**src/rtl/dec_req_scheduler.sv**
```systemverilog
// Two-requester round-robin scheduler for the shared decoder: grants one codeword at a time,
// pulses the decoder enable for a cycle, returns the tagged result and keeps error statistics.
module dec_req_scheduler #(
  parameter int DATA_WIDTH = 32,
  parameter int CNT_WIDTH  = 16
) (
  input  logic                  clk,
  input  logic                  rst,
  input  logic                  i_req0_valid,
  output logic                  o_req0_ready,
  input  logic [DATA_WIDTH-1:0] i_req0_codeword,
  input  logic [1:0]            i_req0_width,
  input  logic                  i_req1_valid,
  output logic                  o_req1_ready,
  input  logic [DATA_WIDTH-1:0] i_req1_codeword,
  input  logic [1:0]            i_req1_width,
  output logic                  o_resp_valid,
  input  logic                  i_resp_ready,
  output logic                  o_resp_id,
  output logic [DATA_WIDTH-1:0] o_resp_data,
  output logic [1:0]            o_resp_num_of_errors,
  output logic [DATA_WIDTH-1:0] o_dec_codeword,
  output logic [1:0]            o_dec_codeword_width,
  output logic                  o_dec_enable,
  input  logic [1:0]            i_dec_num_of_errors,
  input  logic [DATA_WIDTH-1:0] i_dec_data_out,
  input  logic                  i_clr_counters,
  output logic [CNT_WIDTH-1:0]  o_corr_count,
  output logic [CNT_WIDTH-1:0]  o_uncorr_count,
  output logic                  o_busy
);

  typedef enum logic [1:0] {
    IDLE   = 2'd0,
    DECODE = 2'd1,
    RESP   = 2'd2
  } state_t;

  state_t                r_state;
  logic                  r_lastGrant;
  logic [DATA_WIDTH-1:0] r_decCodeword;
  logic [1:0]            r_decWidth;
  logic                  r_decEnable;
  logic                  r_respValid;
  logic                  r_respId;
  logic [DATA_WIDTH-1:0] r_respData;
  logic [1:0]            r_respErrors;
  logic [CNT_WIDTH-1:0]  r_corrCount;
  logic [CNT_WIDTH-1:0]  r_uncorrCount;
  logic                  r_busy;

  logic w_idle;
  logic w_grant0;
  logic w_grant1;
  logic w_accept;
  logic w_sel;
  logic w_corrInc;
  logic w_uncorrInc;

  // On contention the requester that did not win last time gets the grant.
  assign w_idle      = (r_state == IDLE);
  assign w_grant0    = i_req0_valid & (~i_req1_valid | r_lastGrant);
  assign w_grant1    = i_req1_valid & (~i_req0_valid | ~r_lastGrant);
  assign o_req0_ready = w_idle & w_grant0;
  assign o_req1_ready = w_idle & w_grant1;
  assign w_accept    = o_req0_ready | o_req1_ready;
  assign w_sel       = o_req1_ready;

  assign w_corrInc   = (r_state == DECODE) && (i_dec_num_of_errors == 2'd1) && !(&r_corrCount);
  assign w_uncorrInc = (r_state == DECODE) && (i_dec_num_of_errors == 2'd2) && !(&r_uncorrCount);

  always_ff @(posedge clk or posedge rst) begin
    if (rst) begin
      r_state       <= IDLE;
      r_lastGrant   <= 1'b1;
      r_decCodeword <= '0;
      r_decWidth    <= 2'b00;
      r_decEnable   <= 1'b0;
      r_respValid   <= 1'b0;
      r_respId      <= 1'b0;
      r_respData    <= '0;
      r_respErrors  <= 2'b00;
      r_corrCount   <= '0;
      r_uncorrCount <= '0;
      r_busy        <= 1'b0;
    end else begin
      // A clear request wins over an increment landing on the same edge.
      if (i_clr_counters) begin
        r_corrCount   <= '0;
        r_uncorrCount <= '0;
      end else begin
        if (w_corrInc)   r_corrCount   <= r_corrCount + 1'b1;
        if (w_uncorrInc) r_uncorrCount <= r_uncorrCount + 1'b1;
      end

      case (r_state)
        IDLE: begin
          if (w_accept) begin
            r_decCodeword <= w_sel ? i_req1_codeword : i_req0_codeword;
            r_decWidth    <= w_sel ? i_req1_width : i_req0_width;
            r_respId      <= w_sel;
            r_lastGrant   <= w_sel;
            r_decEnable   <= 1'b1;
            r_busy        <= 1'b1;
            r_state       <= DECODE;
          end
        end
        DECODE: begin
          r_respData   <= i_dec_data_out;
          r_respErrors <= i_dec_num_of_errors;
          r_decEnable  <= 1'b0;
          r_respValid  <= 1'b1;
          r_state      <= RESP;
        end
        RESP: begin
          if (i_resp_ready) begin
            r_respValid <= 1'b0;
            r_busy      <= 1'b0;
            r_state     <= IDLE;
          end
        end
        default: begin
          r_decEnable <= 1'b0;
          r_respValid <= 1'b0;
          r_busy      <= 1'b0;
          r_state     <= IDLE;
        end
      endcase
    end
  end

  assign o_dec_codeword       = r_decCodeword;
  assign o_dec_codeword_width = r_decWidth;
  assign o_dec_enable         = r_decEnable;
  assign o_resp_valid         = r_respValid;
  assign o_resp_id            = r_respId;
  assign o_resp_data          = r_respData;
  assign o_resp_num_of_errors = r_respErrors;
  assign o_corr_count         = r_corrCount;
  assign o_uncorr_count       = r_uncorrCount;
  assign o_busy               = r_busy;

endmodule

```
**config.mk**
```make
export PLATFORM = sky130hd
export DESIGN_NAME = dec_req_scheduler
export DESIGN_NICKNAME = d
export VERILOG_FILES = /design/src/rtl/dec_req_scheduler.sv
export SDC_FILE = /design/constraint.sdc
export NUM_CORES = 1
export LEC_CHECK = 0
export ABC_AREA = 1
export CAP_MARGIN = 20
export CORE_ASPECT_RATIO = 0.9
export CORE_UTILIZATION = 45
export CTS_BUF_LIST = sky130_fd_sc_hd__clkbuf_2
export CTS_CLUSTER_SIZE = 28
export DETAILED_ROUTE_END_ITERATION = 10
export HOLD_SLACK_MARGIN = 0.05
export PLACE_DENSITY_LB_ADDON = 0.08
export SYNTH_ARGS = -nofsm -noshare
export SYNTH_HDL_FRONTEND = slang
export SYNTH_SLANG_ARGS = --single-unit
```
**constraint.sdc**
```tcl
create_clock -name clk -period 4 [get_ports clk]
set_input_delay 0.6 -clock clk [delete_from_list [all_inputs] [get_ports clk]]
set_output_delay 0.6 -clock clk [all_outputs]
set_load 0.005 [all_outputs]
```
==> impl_metrics.py <==
metrics = {
    "detailed_routing": {
        "avgRoutedWirePerCell_um": 14.4,
        "ant_nets": 0,
        "firstDrtPassIters": 6,
        "drc": 0,
        "viasPerCell": 5.02,
        "finalWirelength_um": 15000,
        "vias": 5248,
        "drtIter0Drc": 273,
    },
    "yosys": {
        "synth_top_area_share_pct": 50.9,
        "synth_top_family_by_area": "simple AND/OR/NAND/NOR gates",
        "synth_compound_area_share_pct": 8.02,
        "synth_most_common_cell": "nand2_1",
        "yosys.area_share.simple_pct": 32.7,
        "synth.avg_cell_area_um2": 7.64,
        "synthXorXnorAreaFrac_pct": 1.68,
        "ys_seq_elements": 107,
        "synth_cell_type_count": 21,
        "synth_cells": 682,
        "yosys-top-cells-count": "267 x nand2_1, 106 x dfrtp_1, 64 x nor2_1, 49 x o21ai_0, 45 x nand3_1",
        "async_reset_ff_share_pct": 100,
        "synth.cell_area_um2": 5210,
        "synthTopCellsByArea": "dfrtp_1 51%, nand2_1 19%, o21ai_0 4.7%",
        "yosys.area.top_type": "dfrtp_1",
        "yosysSeqAreaShare_pct": 51.4,
        "synthAdderAreaFrac_pct": 0.481,
        "ys_warn_count": 0,
        "synth-edff-count": 0,
        "muxShareOfSynthArea_pct": 0,
        "synth-main-ff-cell": "dfrtp_1",
        "syn-num-nets": 792,
    },
    "pwr": {
        "pwr-share-clk_pct": 12.2,
        "p_int_w": 0.00254,
        "switching_power_w": 0.00152,
        "power_frac_comb_pct": 46.1,
        "power_frac_seq_pct": 41.7,
        "power.density_nw_per_um2": 536,
        "switching_share_pct": 37.4,
        "leakage_nw": 3.51,
        "ir_drop_v": 0.000293,
    },
    "worst_setup_path": {
        "cp_slowest_stage_delay_ns": 0.51,
        "crit_path_cell_trace": "nor2_1, nand3_1, buf_4, inv_2, clkdlybuf4s50_1",
        "crit_type": "flop to primary output",
        "cp.required_ns": 3.40,
        "worst_path_max_delay_cell": "dfrtp_1",
        "worstPathMaxFanout": 33,
        "cp.arrival_ns": 2.43,
        "crit_path_end_kind": "primary output",
        "startpoint_type": "flop",
    },
    "sta": {
        "period_share_pct": 75.7,
        "final.setup.tns_ns": 0,
        "relSlewSlack_pct": 34.7,
        "fmax_ghz": 0.330,
        "finalCriticalPeriod_ns": 3.03,
        "finalSetupViolCount": 0,
        "hold_viol": 0,
        "setup_ws_ns": 0.973,
        "skew_ns": 0.0463,
        "tightest_slew_ns": 0.973,
        "slew_violations": 0,
        "rsz0062_at_grt": "false",
    },
    "cts": {
        "postCtsHoldBufs": 0,
        "htree_num_levels": 3,
        "cts-buffers-inserted": 9,
        "post-cts-setup-buffers": 0,
        "root_buffer": "clkbuf_2",
        "clock_latency_ns": 0.65,
        "path_clk_slew_ns": 0.34,
        "cts_buffer_depth": 2,
        "cts_tree": "built",
        "cts.sinks": 107,
        "cts_resized": 0,
    },
    "job": {
        "cap_violations": 0,
    },
    "global_route": {
        "grt_pass1_wl_um": 23900,
        "track_usage_pct": 25.5,
        "grt-ovfl-total": 0,
        "antenna_found_initial": 1,
        "grt_pass1_vias": 5019,
        "grt_max_degree": 76,
    },
    "die": {
        "fp.coreArea_um2": 11000,
        "rows": 36,
        "die_h_um": 104,
        "die_area_um2": 12000,
        "initial_core_util_pct": 47.2,
        "io_pins": 214,
        "die_w_um": 115,
    },
    "cells_and_area": {
        "final_cell_area_um2": 7570,
        "finalNonFillerCells": 1046,
        "syn_to_final_growth_pct": 45.3,
        "nets": 998,
        "drive_above_1_share_pct": 4.82,
    },
    "place": {
        "post-dp-hpwl_um": 10900,
        "port_buffers": 213,
        "dp_slack_ns": 1.02,
        "placed_cell_area_um2": 7460,
        "place_congestion": 0.863,
        "dp_cells": 1029,
    },
    "worst_hold_path": {
        "hold_class": "input pin to flop",
    },
    "run_status": {
        "run_status": "complete, no violations",
    },
}
-- path summary, 6_finish.rpt --
path	startpoint	endpoint	slack, ns	depth (start not counted)
max in group asynchronous	rst	o_resp_data[23]	2.71	3
hold reg to reg	o_resp_data[31]	o_resp_data[31]	0.52	2
hold / removal	i_dec_data_out[31]	o_resp_data[31]	0.45	3
setup reg to reg	r_state[1]	o_resp_data[27]	1.40	4
setup / recovery	r_state[1]	o_req1_ready	0.97	5
min in group asynchronous	rst	o_uncorr_count[1]	0.46	2
-- layer usage --
layer | GRT usage (%) | vias to the layer above | part of all wire (%) | routed length [µm]
met3 | 8.80 | 26 | 9.2 | 1380
met4 | 9.46 | 0 | 2.4 | 361
met1 | 31.0 | 2447 | 41 | 6110
met2 | 41.4 | 211 | 48 | 7170
li1 | - | 2564 | - | -
met5 | 0 | - | 0 | 0
-- per-stage QoR --
step | util [%] | power (W) | hold WS, ns
2_1_floorplan | - | 0.00252 | 0.465
3_3_place_gp | 67.6 | 0.00353 | 0.453
3_5_place_dp | 67.6 | 0.00360 | 0.457
4_1_cts | 68.5 | 0.00410 | 0.391
5_1_grt | 68.6 | 0.00437 | 0.374
6_report | 68.6 | 0.00405 | 0.445
-- logic make-up (layout without fill, tap and decap cells) --
family / count (synthesis) / after routing
flip-flops: 107 / 107
adder cells (fa/ha/maj): 2 / 2
buffers and inverters: 72 / 283
other: 0 / 1
AO/OA/AOI/OAI: 83 / 83
AND/OR/NAND/NOR: 408 / 408
XOR/XNOR: 10 / 10
-- cell type report --
| type | count | area, µm² |
|---|---|---|
| tap | 152 | 190 |
| inverter | 49 | 186 |
| timing repair buffer | 218 | 2170 |
| clock buffer | 9 | 45.0 |
| multi-input combinational | 503 | 2230 |
| clock inverter | 7 | 60.1 |
| sequential | 107 | 2680 |
| fill | 936 | 3470 |
| antenna | 1 | 2.50 |
-- worst max-delay path: cells and delay by family, from the launching register on --
family                 cells  cell delay (ns)
DFF                        1             0.51
and+or+nand+nor            2             0.45
buffers and inverters      3             0.86
-- registers in the layout, indices dropped and copies added (netlist names) --
| register | count |
|---|---|
| o_resp_id | 1 |
| o_dec_enable | 1 |
| o_resp_valid | 1 |
| o_resp_data | 32 |
| o_uncorr_count | 16 |
| o_busy | 1 |
| o_dec_codeword | 32 |
| o_corr_count | 16 |
| r_state | 2 |
| o_dec_codeword_width | 2 |
| o_resp_num_of_errors | 2 |
| r_lastGrant | 1 |
-- power by group through the flow --
stage | combinational (W) | sequential [W] | clock, W
floorplan | 0.000804 | 0.00171 | 0
global placement | 0.00184 | 0.00169 | 0
detailed placement | 0.00190 | 0.00170 | 0
CTS | 0.00190 | 0.00169 | 0.000512
global route | 0.00208 | 0.00174 | 0.000550
finish | 0.00187 | 0.00169 | 0.000495
-- cells in the final DEF (no fill, tap or decap), drive strengths merged, types with 2 or more instances in the layout --
master,n
buf,5
clkbuf,9
clkdlybuf4s50,213
clkinv,5
dfrtp,106
ha,2
inv,51
nand2,270
nand3,45
nand3b,9
nand4,8
nor2,76
o21ai,82
xor2,10
Power figures use the tool's default switching activity.
